File: src/rtl/ps2_key_event_fifo.sv
// rtl/ps2_key_event_fifo.sv - PS/2 set-2 byte decoder with repeat filter feeding a FWFT event FIFO
module ps2_key_event_fifo #(
  parameter int DEPTH         = 8,
  parameter int FILTER_REPEAT = 1
) (
  input  logic                     clock,
  input  logic                     reset,
  input  logic                     key_valid,
  input  logic [7:0]               key_data,
  input  logic                     rd_en,
  output logic [9:0]               rd_data,
  output logic                     empty,
  output logic                     full,
  output logic [$clog2(DEPTH):0]   count,
  output logic                     overflow
);

  localparam int AW = $clog2(DEPTH);
  localparam logic [AW:0] FULL_COUNT = DEPTH[AW:0];
  localparam logic [AW:0] ONE = {{AW{1'b0}}, 1'b1};

  typedef enum logic [1:0] {
    IDLE     = 2'd0,
    PRE_E0   = 2'd1,
    PRE_F0   = 2'd2,
    PRE_E0F0 = 2'd3
  } state_t;

  state_t state, state_next;

  logic          ev_valid;
  logic          ev_brk;
  logic          ev_ext;
  logic          lm_valid;
  logic [8:0]    lm_key;
  logic          key_match;
  logic          repeat_drop;
  logic          push;
  logic          do_write;
  logic          do_pop;
  logic [AW-1:0] wr_ptr;
  logic [AW-1:0] rd_ptr;
  logic [9:0]    mem [DEPTH];

  // Decoder state register; prefixes are forgotten on reset.
  always_ff @(posedge clock or posedge reset) begin
    if (reset) state <= IDLE;
    else       state <= state_next;
  end

  // Prefix tracking and event generation; nothing moves unless a byte arrives.
  always_comb begin
    state_next = state;
    ev_valid   = 1'b0;
    ev_brk     = 1'b0;
    ev_ext     = 1'b0;
    if (key_valid) begin
      case (state)
        IDLE: begin
          if (key_data == 8'hE0)      state_next = PRE_E0;
          else if (key_data == 8'hF0) state_next = PRE_F0;
          else if (key_data == 8'h00 || key_data == 8'hFF ||
                   key_data == 8'hAA || key_data == 8'hFA) state_next = IDLE;
          else                        ev_valid = 1'b1;
        end
        PRE_E0: begin
          if (key_data == 8'hF0)      state_next = PRE_E0F0;
          else if (key_data == 8'hE0) state_next = PRE_E0;
          else begin
            ev_valid   = 1'b1;
            ev_ext     = 1'b1;
            state_next = IDLE;
          end
        end
        PRE_F0: begin
          ev_valid   = 1'b1;
          ev_brk     = 1'b1;
          state_next = IDLE;
        end
        PRE_E0F0: begin
          ev_valid   = 1'b1;
          ev_brk     = 1'b1;
          ev_ext     = 1'b1;
          state_next = IDLE;
        end
        default: state_next = IDLE;
      endcase
    end
  end

  // A held key produces repeated makes; only the first one is passed on.
  always_comb begin
    key_match   = lm_valid && ({ev_ext, key_data} == lm_key);
    repeat_drop = (FILTER_REPEAT != 0) && ev_valid && !ev_brk && key_match;
    push        = ev_valid && !repeat_drop;
    do_pop      = rd_en && !empty;
    do_write    = push && (!full || rd_en);
  end

  // Remember the most recent accepted make; its break releases it.
  always_ff @(posedge clock or posedge reset) begin
    if (reset) begin
      lm_valid <= 1'b0;
      lm_key   <= 9'h000;
    end else if (FILTER_REPEAT != 0 && ev_valid) begin
      if (!ev_brk && !repeat_drop) begin
        lm_valid <= 1'b1;
        lm_key   <= {ev_ext, key_data};
      end else if (ev_brk && key_match) begin
        lm_valid <= 1'b0;
      end
    end
  end

  // Storage is not reset; rd_data is masked while empty instead.
  always_ff @(posedge clock) begin
    if (do_write) mem[wr_ptr] <= {ev_brk, ev_ext, key_data};
  end

  // Pointers, occupancy and the sticky drop flag.
  always_ff @(posedge clock or posedge reset) begin
    if (reset) begin
      wr_ptr   <= '0;
      rd_ptr   <= '0;
      count    <= '0;
      overflow <= 1'b0;
    end else begin
      if (do_write) wr_ptr <= wr_ptr + 1'b1;
      if (do_pop)   rd_ptr <= rd_ptr + 1'b1;
      case ({do_write, do_pop})
        2'b10:   count <= count + ONE;
        2'b01:   count <= count - ONE;
        default: count <= count;
      endcase
      if (push && full && !rd_en) overflow <= 1'b1;
    end
  end

  // Status flags and fall-through head of queue.
  always_comb begin
    empty   = (count == '0);
    full    = (count == FULL_COUNT);
    rd_data = empty ? 10'h000 : mem[rd_ptr];
  end

endmodule

File: config.mk
export PLATFORM = sky130hd
export DESIGN_NAME = ps2_key_event_fifo
export DESIGN_NICKNAME = d
export VERILOG_FILES = /design/src/rtl/ps2_key_event_fifo.sv
export SDC_FILE = /design/constraint.sdc
export NUM_CORES = 1
export LEC_CHECK = 0
export CAP_MARGIN = 20
export CORE_ASPECT_RATIO = 1.2
export CORE_MARGIN = 2
export CORE_UTILIZATION = 36
export CTS_BUF_LIST = sky130_fd_sc_hd__clkbuf_16
export CTS_CLUSTER_DIAMETER = 200
export DETAILED_ROUTE_END_ITERATION = 10
export GPL_TIMING_DRIVEN = 1
export PLACE_DENSITY = 0.58
export SETUP_SLACK_MARGIN = 0.2
export SLEW_MARGIN = 25
export SYNTH_ARGS = -nofsm -noshare
export SYNTH_HDL_FRONTEND = slang
export SYNTH_SLANG_ARGS = --single-unit
File: constraint.sdc
create_clock -name clock -period 5.15 [get_ports clock]
set_input_delay 0.515 -clock clock [delete_from_list [all_inputs] [get_ports clock]]
set_output_delay 0.515 -clock clock [all_outputs]
set_load 0.01 [all_outputs]
# Word-level counts from Yosys, hierarchy flattened
# Memories as Yosys holds them, arrays and structs flattened.
# Index checks and enable logic that the tools add are counted.
[word_totals]
inputBits = 12
register_bits = 23
out_inout_bits = 17
ram_bits = 80
mem_count = 1
[memory_table]
columns = ["memory", "words", "width", "read_ports", "rd_clocked_by_memory_dff", "write_ports", "line_no", "source"]
rows = [
  ["mem", 8, 10, 1, 0, 1, "43", "logic [9:0] mem [DEPTH];"],
]
[classes]
add_sub_neg = 4
mux = 23
n_reduce_logical = 28
eq_ne = 13
[ops]
columns = ["op", "n"]
rows = [
  ["8-bit == test (second input constant)", 5],
  ["1-bit 2-to-1 mux", 14],
  ["1-bit logical AND", 10],
  ["10-bit 2-to-1 mux", 1],
  ["9-bit == test", 1],
  ["8-bit logical NOT", 1],
  ["2-bit 2-to-1 mux", 4],
  ["4-bit one-hot mux with 2 select lines", 1],
  ["3-bit by 1-bit adder with 3-bit output (second input constant)", 2],
  ["2-bit == test (second input constant)", 3],
  ["2-bit one-hot mux with 3 select lines", 1],
  ["2-bit AND reduction", 3],
  ["1-bit logical NOT", 5],
  ["4-bit by 1-bit adder with 4-bit output (second input constant)", 1],
  ["2-bit by 1-bit == test with 1-bit output (second input constant)", 2],
  ["4-bit == test (second input constant)", 1],
  ["4-bit logical NOT", 1],
  ["1-bit logical OR", 4],
  ["4-bit inequality test (second input constant)", 1],
  ["2-bit nonzero test", 2],
  ["4-bit by 1-bit subtractor with 4-bit output (second input constant)", 1],
  ["1-bit one-hot mux with 3 select lines", 1],
  ["2-bit logical NOT", 1],
  ["1-bit one-hot mux with 2 select lines", 1],
  ["2-bit OR reduction", 1],
]

# Longest topological paths before layout
[depth]
ltp_word = 16
ltp_mapped = 14
ltp_nobuf = 12

# Least setup slack after synthesis
# OpenSTA, ideal clock, no wires.
[synth_timing]
path_type = "input to register"
start = "input key_data[0]"
end = "memory mem[7][0], enable pin"
path_stages = 6
required_ns = 4.743
arrival_time_ns = 3.188
path_buffers = 1
setup_slack_ns = 1.554
setup_time_ns = 0.407
path_cell_list = "or4_4 -> o311ai_4 -> xor2_4 -> a22o_2 -> buf_6 -> nor4b_1"
[synth_via]
elab_chain_cells = 16
[synth_lines]
columns = ["element", "line_no", "source"]
rows = [
  ["from (decl)", "9", "input logic [7:0] key_data,"],
  ["8-bit == test or 8-bit logical NOT (tied branches)", "62", "else if (key_data == 8'h00 || key_data == 8'hFF ||"],
  ["1-bit logical OR (2 in a row)", "62", ""],
  ["1-bit logical OR", "63", "key_data == 8'hAA || key_data == 8'hFA) state_next = IDLE;"],
  ["1-bit 2-to-1 mux", "62", ""],
  ["1-bit 2-to-1 mux", "61", "else if (key_data == 8'hF0) state_next = PRE_F0;"],
  ["1-bit 2-to-1 mux", "60", "if (key_data == 8'hE0) state_next = PRE_E0;"],
  ["1-bit one-hot mux with 3 select lines", "58", "case (state)"],
  ["1-bit 2-to-1 mux", "57", "if (key_valid) begin"],
  ["1-bit logical AND (2 in a row)", "94", "repeat_drop = (FILTER_REPEAT != 0) && ev_valid && !ev_brk && key_match;"],
  ["1-bit logical NOT", "95", "push = ev_valid && !repeat_drop;"],
  ["1-bit logical AND (*)", "95", ""],
  ["1-bit logical AND (*)", "97", "do_write = push && (!full || rd_en);"],
  ["1-bit 2-to-1 mux (*)", "117", "if (do_write) mem[wr_ptr] <= {ev_brk, ev_ext, key_data};"],
  ["1-bit 2-to-1 mux (implied by the code) (*)", "117", ""],
  ["to (decl)", "43", ""],
]
# Every way passes the cells marked *; elsewhere a longest branch is shown, timed or not.

# Worst setup path after layout
[layout_timing]
start = "input key_data[1]"
end = "register count[2]"
[layout_via]
elab_chain_cells = 16
[layout_lines]
columns = ["element", "line_no", "source"]
rows = [
  ["8-bit == test or 8-bit logical NOT (tied branches)", "62", ""],
  ["1-bit logical OR (2 in a row)", "62", ""],
  ["1-bit logical OR", "63", ""],
  ["1-bit 2-to-1 mux", "62", ""],
  ["1-bit 2-to-1 mux", "61", ""],
  ["1-bit 2-to-1 mux", "60", ""],
  ["1-bit one-hot mux with 3 select lines", "58", ""],
  ["1-bit 2-to-1 mux", "57", ""],
  ["1-bit logical AND (2 in a row)", "94", ""],
  ["1-bit logical NOT", "95", ""],
  ["1-bit logical AND (*)", "95", ""],
  ["1-bit logical AND (*)", "97", ""],
  ["2-bit by 1-bit == test with 1-bit output or 2-bit == test (tied branches)", "130", "case ({do_write, do_pop})"],
  ["4-bit one-hot mux with 2 select lines or 2-bit nonzero test (tied branches)", "-", ""],
  ["to (signal assigned)", "131", "2'b10: count <= count + ONE;"],
  ["to (signal assigned)", "132", "2'b01: count <= count - ONE;"],
  ["to (signal assigned)", "133", "default: count <= count;"],
  ["to (decl)", "14", "output logic [$clog2(DEPTH):0] count,"],
]
# Marked as above.
# A chain may end at the register's enable or synchronous reset.

==> flow_summary.toml <==
[worst_setup_path]
crit_path_depth = 13
criticalPathCategory = "primary input to register"
worst_path_dominant_cell_family = "simple AND/OR/NAND/NOR gates"
cp.buffers_inverters = 1
timing.reg2reg.worst_path_depth = 12
crit_path_start_kind = "primary input"
critPathArrivalTime_ps = 4110
max_stage_delay_ps = 640
timing.critical_path.fanout_max = 14
critical_path.slowest_cell = "or4_4"
worst_ep_required_time_ps = 5380
crit_path_cell_trace = "clkdlybuf4s50_1 -> or4_4 -> or3_2 -> o211ai_2 -> a22o_2 -> nand2b_1 -> ha_1 -> xor2_1 -> ha_1 -> a21oi_1 -> xor2_1 -> nor2_1 -> xor2_1"
critPathMostFrequentCell = "xor2_1"
endpoint_kind = "register"

[drt]
drt-total-wl_mm = 8.59
drtIter0Drc = 103
viasPerCell = 5.14
via_count = 2458
drt_drc_violations_left = 0
detailed_routing_iteration_count_for_the_pre_antenna_repair_pass = 4
drt-wirelength-per-cell_um = 18.0
drtAntennaViolNets = 0

[final_layout]
finish.cell_count_without_fillers = 478
fillerInstances = 1134
post_route_cells_drive_above_1_share_pct = 24.2
layout.area.seq_um2 = 2980
multi_input_area_um2 = 1540
antenna-diode-count = 0
area_delta_synth_final_pct = 17.9
final_nets = 326
share_of_the_core_filled_with_cells_pct = 43.1

[clocking]
postCtsSetupRepairBufs = 0
cts-root-buf = "clkbuf_16"
cts-resized-gates = 0
worst_setup_hold_path_clk_slew_ps = 70
clock_sinks = 103
clk-insertion-delay-late_ps = 350
cts_htree_levels = 3
max_buffers_root_to_sink = 2
tritoncts = "built"
postCtsHoldBufs = 0
cts_inserted_buffers = 9

[placement]
dp_cells = 462
place_congestion = 0.819
post-dp-hpwl_mm = 5.52
place.port_buffers = 28

[worst_hold_path]
min_path_cells = 1
class_of_the_tightest_hold_or_removal_check = "register to register"

[flow_run]
max_cap_violations = 0

[synth]
async_flop_share_pct = 22.3
synth.yosys.seq_area_share_pct = 65.1
synth-main-ff-cell = "edfxtp_1"
most_frequent_cell_after_synthesis = "edfxtp_1"
yosysWarnings = 0
synth_cell_type_count = 49
synth_common_cells = "80 x edfxtp_1, 23 x dfrtp_1, 20 x mux4_2, 12 x nor2_1, 12 x xnor2_1"
yosys-top-cells-area = "edfxtp_1 53%, dfrtp_1 13%, mux4_2 9.9%"
synth_enable_flop_cells = 80
netlist.top_cell.by_area = "edfxtp_1"
synthCells = 273
synthesis.area_um2 = 4570
avgSynthCellArea_um2 = 16.7
synth_fp_nets = 290
ys_seq_elements = 103
synth_top_cell_area_share_pct = 52.5

[run_status]
status = "finished, final reports clean"

[timing]
hold-worst-slack_ps = 483
final_max_slew_viol_count = 0
relSlewSlack_pct = 41.9
tightest_slew_ps = 866
period_minus_slack_ps = 3880
grt_setup_unrepaired = "no"
setup_viol_count_final = 0
fmaxAchievable_ghz = 0.257
clock_skew_ps = 5.62
tns_ps = 0
timing.final.hold_violations = 0
final_min_period_over_clock_period_pct = 75.4

[floorplan]
floorplan.core_area_um2 = 12500
initial_utilization_pct = 36.6
die_width_um = 107
boundaryPins = 29
num_rows = 45
fp.dieH_um = 127
die-area_um2 = 13600

[global_routing]
pin_count_of_the_biggest_net_entering_global_routing = 24
number_of_global_route_vias_before_repair = 2462
grt_antenna_before_repair = 0
global_route.overflow_total = 0
grt_pass1_wl_mm = 13.7
globalRouteTotalUtil_pct = 13.6

[power]
total_leakage_power_uw = 0.00183
power.ir.vdd_worst_mv = 0.218
power_per_cell_area_nw_per_um2 = 509
[final cells by class]
type	instances	share of cell area (%)
repair buffers	38	6.59
clock inverters	7	1.37
well taps	164	3.81
flip-flops and latches	103	55.3
multi-input cells	153	28.5
clock buffers	9	4.18
inverters	4	0.279
[flip-flops by register name, indices dropped and copies added (netlist names)]
register	count
lm_key	9
state	2
rd_ptr	3
overflow	1
wr_ptr	3
count	4
mem	80
lm_valid	1
[report_power, final]
part           internal (uW)  leakage [uW]  switching [uW]
Combinational            503      0.000677             369
Sequential              1040       0.00100             166
Clock                    344      0.000147             324
[worst register-to-register path, stage by stage (launching register included)]
cell and delay [ps]:
dfrtp_1 390, xnor2_1 170, nand4_1 230, nor4_1 730, a22o_2 430, nand2b_1 180
ha_1 270, xor2_1 100, ha_1 180, a21oi_1 140, xor2_1 160, nor2_1 60
xor2_1 140
[placed cells by master, fill, tap and decap left out, drive strengths merged, types with 6 or more instances in the layout]
master and instances:
buf 10, xnor2 12, edfxtp 80, mux2 11, nor3 6, nand2 8
inv 7, mux2i 10, mux4 20, nand3 8, nor2 12, dfrtp 23
xor2 6, clkdlybuf4s50 28, clkbuf 9
[final timing paths]
path,startpoint,end,slack (ps)
setup / recovery,key_data[1],count[2]$_DFFE_PP0P_,1270
hold / removal,lm_valid$_DFFE_PP0P_,lm_valid$_DFFE_PP0P_,480
setup reg to reg,lm_key[0]$_DFFE_PP0P_,count[2]$_DFFE_PP0P_,1850
hold reg to reg,lm_valid$_DFFE_PP0P_,lm_valid$_DFFE_PP0P_,480
max in group asynchronous,reset,rd_ptr[1]$_DFFE_PP0P_,4160
min in group asynchronous,reset,count[2]$_DFFE_PP0P_,550
[stage by stage]
step / power (uW) / setup slack [ps] / area, um2
3_5_place_dp: 2120 / 893 / 5090
4_1_cts: 2790 / 1260 / 5390
2_1_floorplan: 1720 / 1550 / 4570
3_3_place_gp: 2110 / 959 / 5090
5_1_grt: 2910 / 960 / 5390
6_report: 2740 / 1270 / 5390
[metal layers]
layer | global-route usage (%) | share of wire (%) | routed length [um] | vias to the layer above
met1 | 17.4 | 44 | 3810 | 1273
li1 | - | - | - | 1148
met2 | 23.1 | 52 | 4490 | 27
met5 | 0 | 0 | 0 | -
met4 | 4.89 | 1.6 | 141 | 0
met3 | 2.45 | 1.8 | 151 | 10
[logic make-up after synthesis]
| logic type | count (synthesis) | synth area share (%) |
|---|---|---|
| and+or+nand+nor | 65 | 8.21 |
| adders and majority gates | 5 | 1.37 |
| AOI/OAI and AO/OA | 24 | 4.74 |
| buffers and inverters | 17 | 1.94 |
| DFF | 103 | 65.1 |
| muxes | 41 | 14.8 |
| xor gates and xnor gates | 18 | 3.86 |
Power figures use the tool's default switching activity.
